--- config.mk ---
export PLATFORM = sky130hd
export DESIGN_NAME = iab_arbiter
export DESIGN_NICKNAME = d
export VERILOG_FILES = /design/src/rtl/iab_arb_pkg.sv /design/src/rtl/iab_arbiter_rr_pick.sv /design/src/rtl/iab_arbiter.sv
export SDC_FILE = /design/constraint.sdc
export NUM_CORES = 1
export LEC_CHECK = 0
export ABC_CLOCK_PERIOD_IN_PS = 1650
export CAP_MARGIN = 20
export CELL_PAD_IN_SITES_DETAIL_PLACEMENT = 0
export CELL_PAD_IN_SITES_GLOBAL_PLACEMENT = 1
export CORE_ASPECT_RATIO = 0.5
export CORE_MARGIN = 1
export CORE_UTILIZATION = 24
export CTS_CLUSTER_SIZE = 14
export DETAILED_ROUTE_END_ITERATION = 6
export PLACE_DENSITY = 0.89
export SYNTH_ARGS = -nofsm -noshare
export SYNTH_HDL_FRONTEND = slang
export SYNTH_SLANG_ARGS = --single-unit
--- constraint.sdc ---
create_clock -name clk -period 1.65 [get_ports clk]
set_input_delay 0.165 -clock clk [delete_from_list [all_inputs] [get_ports clk]]
set_output_delay 0.165 -clock clk [all_outputs]
set_load 0.005 [all_outputs]
--- src/rtl/iab_arb_pkg.sv ---
// Shared constants, state encoding and helpers for the IAB bus arbiter.
package iab_arb_pkg;

  localparam int N_REQ       = 4;
  localparam int BURST_LEN   = 8;
  localparam int TIMEOUT_CYC = 16;
  localparam int IDX_W       = 2;
  localparam int BEAT_W      = 3;
  localparam int TO_W        = 5;

  localparam logic [BEAT_W-1:0] LAST_BEAT = BEAT_W'(BURST_LEN - 1);
  localparam logic [TO_W-1:0]   LAST_IDLE = TO_W'(TIMEOUT_CYC - 1);

  typedef enum logic [1:0] {
    IDLE  = 2'd0,
    BURST = 2'd1,
    GAP   = 2'd2
  } arbState_e;

  function automatic logic [N_REQ-1:0] idxToOneHot(input logic [IDX_W-1:0] idx);
    logic [N_REQ-1:0] oh;
    oh      = '0;
    oh[idx] = 1'b1;
    return oh;
  endfunction

endpackage

--- src/rtl/iab_arbiter_rr_pick.sv ---
// Combinational round-robin pick: first set request at or above ptr, wrapping.
module rr_pick
  import iab_arb_pkg::*;
(
  input  logic [N_REQ-1:0] req,
  input  logic [IDX_W-1:0] ptr,
  output logic             valid,
  output logic [IDX_W-1:0] winner
);

  logic [IDX_W-1:0] cand_s;

  // Scan from the farthest offset down so the closest candidate to ptr wins.
  always_comb begin
    valid  = 1'b0;
    winner = '0;
    cand_s = '0;
    for (int i = N_REQ - 1; i >= 0; i--) begin
      cand_s = ptr + IDX_W'(i);
      valid  = valid | req[cand_s];
      winner = req[cand_s] ? cand_s : winner;
    end
  end

endmodule

--- src/rtl/iab_arbiter.sv ---
// Round-robin IAB arbiter granting fixed 8-beat bursts separated by a GAP cycle.
// Optional burst watchdog enabled with macro IAB_ARB_TIMEOUT_EN.
module iab_arbiter
  import iab_arb_pkg::*;
(
  input  logic                  clk,
  input  logic                  rst_n,
  input  logic [N_REQ-1:0]      req,
  input  logic [N_REQ-1:0][7:0] data_in,
  input  logic                  acceptedI,
  output logic [N_REQ-1:0]      gnt,
  output logic [7:0]            bus_data,
  output logic [IDX_W-1:0]      owner,
`ifdef IAB_ARB_TIMEOUT_EN
  output logic                  timeout_err,
`endif
  output logic                  busy
);

  arbState_e         state_r, nextState_s;
  logic [N_REQ-1:0]  gnt_r, gntNext_s;
  logic [IDX_W-1:0]  owner_r, ownerNext_s;
  logic [IDX_W-1:0]  ptr_r, ptrNext_s;
  logic [BEAT_W-1:0] beatCnt_r, beatNext_s;
  logic              pickValid_s;
  logic [IDX_W-1:0]  pickWinner_s;
  logic              burstEnd_s;
  logic              leave_s;

  rr_pick uPick (
    .req    (req),
    .ptr    (ptr_r),
    .valid  (pickValid_s),
    .winner (pickWinner_s)
  );

  assign burstEnd_s = (state_r == BURST) && acceptedI && (beatCnt_r == LAST_BEAT);

`ifdef IAB_ARB_TIMEOUT_EN
  logic [TO_W-1:0] idleCnt_r, idleNext_s;
  logic            timeoutHit_s;
  logic            timeoutErr_r;

  assign timeoutHit_s = (state_r == BURST) && !acceptedI && (idleCnt_r == LAST_IDLE);
  assign leave_s      = burstEnd_s | timeoutHit_s;
  assign timeout_err  = timeoutErr_r;

  // Idle-beat count: zero outside BURST (so BURST entry starts clean) and on every accept.
  always_comb begin
    if ((state_r != BURST) || acceptedI || timeoutHit_s) begin
      idleNext_s = '0;
    end else begin
      idleNext_s = idleCnt_r + 5'd1;
    end
  end

  // Watchdog counter and one-cycle error pulse.
  always_ff @(posedge clk or negedge rst_n) begin
    if (!rst_n) begin
      idleCnt_r    <= '0;
      timeoutErr_r <= 1'b0;
    end else begin
      idleCnt_r    <= idleNext_s;
      timeoutErr_r <= timeoutHit_s;
    end
  end
`else
  assign leave_s = burstEnd_s;
`endif

  // FSM state register.
  always_ff @(posedge clk or negedge rst_n) begin
    if (!rst_n) begin
      state_r <= IDLE;
    end else begin
      state_r <= nextState_s;
    end
  end

  // FSM next-state logic.
  always_comb begin
    nextState_s = state_r;
    case (state_r)
      IDLE:    nextState_s = pickValid_s ? BURST : IDLE;
      BURST:   nextState_s = leave_s ? GAP : BURST;
      GAP:     nextState_s = IDLE;
      default: nextState_s = IDLE;
    endcase
  end

  // FSM outputs: next values of grant, owner, beat counter and pointer.
  always_comb begin
    gntNext_s   = gnt_r;
    ownerNext_s = owner_r;
    beatNext_s  = beatCnt_r;
    ptrNext_s   = ptr_r;
    case (state_r)
      IDLE: begin
        if (pickValid_s) begin
          gntNext_s   = idxToOneHot(pickWinner_s);
          ownerNext_s = pickWinner_s;
          beatNext_s  = '0;
        end else begin
          gntNext_s   = '0;
          ownerNext_s = '0;
          beatNext_s  = '0;
        end
      end
      BURST: begin
        if (leave_s) begin
          gntNext_s   = '0;
          ownerNext_s = '0;
          beatNext_s  = '0;
          ptrNext_s   = owner_r + 2'd1;
        end else if (acceptedI) begin
          beatNext_s  = beatCnt_r + 3'd1;
        end else begin
          beatNext_s  = beatCnt_r;
        end
      end
      GAP: begin
        gntNext_s   = '0;
        ownerNext_s = '0;
        beatNext_s  = '0;
      end
      default: begin
        gntNext_s   = '0;
        ownerNext_s = '0;
        beatNext_s  = '0;
        ptrNext_s   = '0;
      end
    endcase
  end

  // Registered grant, owner, beat counter and round-robin pointer.
  always_ff @(posedge clk or negedge rst_n) begin
    if (!rst_n) begin
      gnt_r     <= '0;
      owner_r   <= '0;
      beatCnt_r <= '0;
      ptr_r     <= '0;
    end else begin
      gnt_r     <= gntNext_s;
      owner_r   <= ownerNext_s;
      beatCnt_r <= beatNext_s;
      ptr_r     <= ptrNext_s;
    end
  end

  // Byte mux on the registered one-hot grant; all-zero grant yields 8'h00.
  always_comb begin
    bus_data = 8'h00;
    for (int i = 0; i < N_REQ; i++) begin
      bus_data = bus_data | (data_in[i] & {8{gnt_r[i]}});
    end
  end

  assign gnt   = gnt_r;
  assign owner = owner_r;
  assign busy  = (state_r == BURST);

endmodule

Word level (Yosys, flattened, before mapping)

Cells that the tools add are included.

Add/subtract/negate cells: 5
Bitwise operators: 11
Reduce and logical (&&, ||, !) cells: 6
Mux-type cells: 28
$lt $le $gt $ge: 6
Equality and inequality tests: 5

Operators by type and width:

| operator            | count |
|---|---|
| $and 8x8->8         | 4 |
| $or 8x8->8          | 3 |
| $mux 2              | 8 |
| $lt 2x3->1 const B  | 5 |
| $pmux 2 s2          | 3 |
| $mux 3              | 3 |
| $bmux 1 s2          | 4 |
| $mux 4              | 2 |
| $pmux 4 s2          | 1 |
| $mux 1              | 6 |
| $add 2x1->2 const B | 2 |
| $add 2x2->2 const B | 2 |
| $add 3x1->3 const B | 1 |
| $eq 3x3->1 const B  | 1 |
| $logic_and 1x1->1   | 3 |
| $ne 3x2->1 const B  | 1 |
| $or 1x1->1          | 3 |
| $demux 1 s2         | 1 |
| $eq 2x1->1 const B  | 1 |
| $eq 2x2->1 const B  | 1 |
| $ge 2x1->1 const B  | 1 |
| $logic_not 2->1     | 1 |
| $ne 2x1->1 const B  | 1 |
| $reduce_and 2->1    | 1 |
| other kinds (2)     | 2 |

Output and inout bits: 15
Flip-flop bits (word level): 13
Logic and storage cells: 66

Logic depth before layout (Yosys ltp)

Depth after elaboration: 13
Gate-level depth with buffers: 6
Gate-level depth less buffers: 6

Cells and area by module

A second synthesis with hierarchy kept.

Cells, all modules: 90
Area total of the unflattened synthesis: 829.5 µm²

By module, submodules not included:

| module      | instances | area each (µm²) | cells each |
|---|---|---|---|
| iab_arbiter | 1         | 752.0           | 77 |
| rr_pick     | 1         | 77.6            | 13 |

Worst setup path after synthesis

No wires, ideal clock.

Kind: register to register
From: reg beatCnt_r[0]
To: reg gnt_r[2] (netlist: gnt[2])
Library setup time: 0.092 ns
Clock period less this slack: 1.394 ns
Stages on the path, launching flop included: 7
Data arrival time: 1.303 ns
Slack: 0.256 ns
Data required time: 1.558 ns
Cells stage by stage: dfrtp_1 ha_1 ha_1 and2_1 nor2_1 nand2_1 o31ai_2

Word-level cells in the longest chain between the ends: 3

RTL lines:

| element                | line               | RTL |
|---|---|---|
| from (decl)            | iab_arbiter.sv:24  | `logic [BEAT_W-1:0] beatCnt_r, beatNext_s;` |
| from (signal assigned) | iab_arbiter.sv:145 | `beatCnt_r <= beatNext_s;` |
| $eq 3x3->1             | iab_arbiter.sv:37  | `assign burstEnd_s = (state_r == BURST) && acceptedI && (beatCnt_r == LAST_BEAT);` |
| $logic_and 1x1->1      | iab_arbiter.sv:37  |  |
| $ne 2x1->1 (no line)   | -                  |  |
| to (signal assigned)   | iab_arbiter.sv:143 | `gnt_r <= gntNext_s;` |
| to (decl)              | iab_arbiter.sv:21  | `logic [N_REQ-1:0] gnt_r, gntNext_s;` |

Every way passes these cells.
A chain may end at the register's enable or synchronous reset.

Worst setup path after layout

From: reg gnt_r[0] (netlist: gnt[0])
To: out bus_data[0]

Word-level cells in the longest chain between the ends: 4

RTL lines:

| element                 | line               | RTL |
|---|---|---|
| $and 8x8->8             | iab_arbiter.sv:154 | `bus_data = bus_data \| (data_in[i] & {8{gnt_r[i]}});` |
| $or 8x8->8 (3 in a row) | iab_arbiter.sv:154 |  |
| to (decl)               | iab_arbiter.sv:12  | `output logic [7:0] bus_data,` |

Every way passes these cells.

==> results.sh <==
export IMPL_status="finished, violations left"
export IMPL_violations="design-rule violations"
export IMPL_grtUsageMet1=0.1726
export IMPL_cts_buffer_depth=2
export IMPL_layout_drive_gt1_share=0.1370
export IMPL_grtUsageMet2=0.2472
export IMPL_worst_ep_required_time_ns=1.48
export IMPL_core_area_mm2=0.003136
export IMPL_rsz0062_at_grt="true"
export IMPL_tightest_slew_ns=0.5663
export IMPL_ys_warn_count=0
export IMPL_yosysSeqAreaShare=0.3951
export IMPL_syn_avg_cell_area_um2=9.047
export IMPL_ys_flop_type="dfrtp_1"
export IMPL_critical_path_endpoint_type="output port"
export IMPL_root_buffer="clkbuf_8"
export IMPL_grt_usage=0.1407
export IMPL_grt_pass1_vias=858
export IMPL_via_count=908
export IMPL_grt_pass1_wl_um=4043
export IMPL_p_clk_frac=0.142
export IMPL_ff2ff_path_depth=6
export IMPL_postCtsSetupRepairBufs=0
export IMPL_layout_setup_ws_ns=0.01229
export IMPL_grt_ovfl_total=0
export IMPL_ys_async_sr_fraction=1.000
export IMPL_dp_hpwl_um=1988
export IMPL_grt_max_degree=14
export IMPL_cts_sinks=13
export IMPL_whs_ns=0.2869
export IMPL_ioPinCount=54
export IMPL_htree_levels=1
export IMPL_seqPwrFrac=0.333
export IMPL_syn_nets=132
export IMPL_rows=14
export IMPL_clkLatencyLatePin_ns=0.24
export IMPL_ir_drop_v=0.0005560
export IMPL_cellPowerDensity_mw_per_mm2=1348
export IMPL_hold_class="in -> async"
export IMPL_skew_ns=0.003877
export IMPL_comb_power_share=0.524
export IMPL_worst_path_stages=3
export IMPL_die_area_mm2=0.003683
export IMPL_swShare=0.3477
export IMPL_ant_nets=0
export IMPL_drt_pass1_iterations=6
export IMPL_ys_seq_elements=13
export IMPL_slew_headroom=0.6213
export IMPL_crit_fanout=10
export IMPL_cp_num_buf_inv=1
export IMPL_grt_busiest_layer="met2"
export IMPL_final_hold_viol_count=0
export IMPL_final_cell_mix="clkdlybuf4s50_1 (52), nand2_1 (15), a22oi_1 (13)"
export IMPL_setup_violations=0
export IMPL_post_route_drc_count=3
export IMPL_max_freq_mhz=610.6
export IMPL_tritoncts="done"
export IMPL_cp_top_family="flip-flops"
export IMPL_synth_area_um2=823.3
export IMPL_syn_inst=91
export IMPL_fin_util=0.4705
export IMPL_viasPerCell=4.882
export IMPL_initialDrtViolationCount=38
export IMPL_arrival_ns=1.47
export IMPL_place_ws_ns=0.06713
export IMPL_final_min_clock_period_ns=1.638
export IMPL_die_w_um=84.83
export IMPL_cts_made_buffers=3
export IMPL_synthDistinctLibCells=27
export IMPL_fp_dieH_um=43.42
export IMPL_period_share=0.9926
export IMPL_met3_usage=0.03619
export IMPL_maxCapViolCount=0
export IMPL_dp_cells=182
export IMPL_slew_violations=0
export IMPL_setup_worst_path_class="reg -> out"
export IMPL_p_int_mw=1.297
export IMPL_start_util=0.2626
export IMPL_antenna_found_initial=0
export IMPL_design_area_mm2=0.001475
export IMPL_areaGrowthSynthToFinish_pct=79.18
export IMPL_postCtsHoldBufs=0
export IMPL_finalPower_mw=1.989
export IMPL_rrSetupSlack_ns=0.23
export IMPL_dpl_instance_area_mm2=0.001400
export IMPL_p_switching_uw=691.3
export IMPL_wl_um=2448
export IMPL_nets=188
export IMPL_fill_cells=277
export IMPL_wire_per_inst_um=13.16
export IMPL_final_cells=186
export IMPL_start_kind="flop"
export IMPL_cp_slowest_cell="dfrtp_2"
export IMPL_cts_resized=6
export IMPL_antenna_cells=0
export IMPL_cts_clk_slew_worst_paths_ns=0.06
export IMPL_final_common_cell="clkdlybuf4s50_1"
export IMPL_gp_congestion=0.7770
export IMPL_synth_edf_count=0
export IMPL_max_stage_delay_ns=0.49
export IMPL_portBuffers=53
export IMPL_cp_cell_sequence="a22oi_1, nand2_1, clkdlybuf4s50_1"
export IMPL_tns_ns=0
export IMPL_p_leak_nw=0.6101
[metal layers]
layer / wire (um) / vias to the layer above / part of all wire
met5: 0 / - / 0
met4: 22 / 0 / 0.0090
met3: 128 / 2 / 0.052
met2: 1226 / 22 / 0.50
met1: 1070 / 434 / 0.44
li1: - / 450 / -
[flip-flops by register name, summed over array words and instances (netlist names)]
name and flops:
beatCnt_r 3, state_r 2, ptr_r 2, gnt 4
owner 2
[layout make-up]
class                      count  area, um^2  share of cell area
clock buffer                   4       45.04             0.03053
inverter                       3       11.26            0.007634
multi-input combinational     70       483.0              0.3274
sequential                    13       330.3              0.2239
tap                           40       50.05             0.03393
timing repair buffer          56       555.5              0.3766
[final timing paths]
check,startpoint,to
max,gnt[0]$_DFFE_PN0P_,bus_data[0]
min,rst_n,owner[0]$_DFFE_PN0P_
max reg2reg,beatCnt_r[0]$_DFFE_PN0P_,ptr_r[0]$_DFFE_PN0P_
min reg2reg,owner[1]$_DFFE_PN0P_,owner[1]$_DFFE_PN0P_
max in group asynchronous,rst_n,gnt[0]$_DFFE_PN0P_
min in group clk,owner[1]$_DFFE_PN0P_,owner[1]$_DFFE_PN0P_
[cells in the mapped netlist, types with 2 or more instances]
cell | instances | area share
nand2_1 | 15 | 0.068
ha_1 | 2 | 0.030
nand2b_1 | 2 | 0.015
nor2_1 | 5 | 0.023
a21oi_1 | 4 | 0.024
inv_1 | 3 | 0.014
o21ai_0 | 5 | 0.030
dfrtp_1 | 13 | 0.40
o31ai_2 | 2 | 0.030
nor3_1 | 2 | 0.012
nor2b_1 | 3 | 0.023
xnor2_1 | 2 | 0.021
clkbuf_1 | 4 | 0.018
a22oi_1 | 16 | 0.15
[cells by family after synthesis]
family,Yosys count,share of synthesized area
flops,13,0.3951
simple gates,31,0.1900
xor+xnor,2,0.02128
buf+inv,8,0.04559
fa+ha+maj,2,0.03039
compound gates,34,0.3055
mux,1,0.01216
[power by group through the flow]
stage	logic, mW	clock network (mW)	registers, mW
floorplan	0.576	0	0.515
global placement	1.02	0	0.648
detailed placement	1.04	0	0.652
CTS	1.05	0.294	0.657
global route	1.14	0.315	0.691
finish	1.04	0.283	0.663
(Power assumes the default switching activity.)
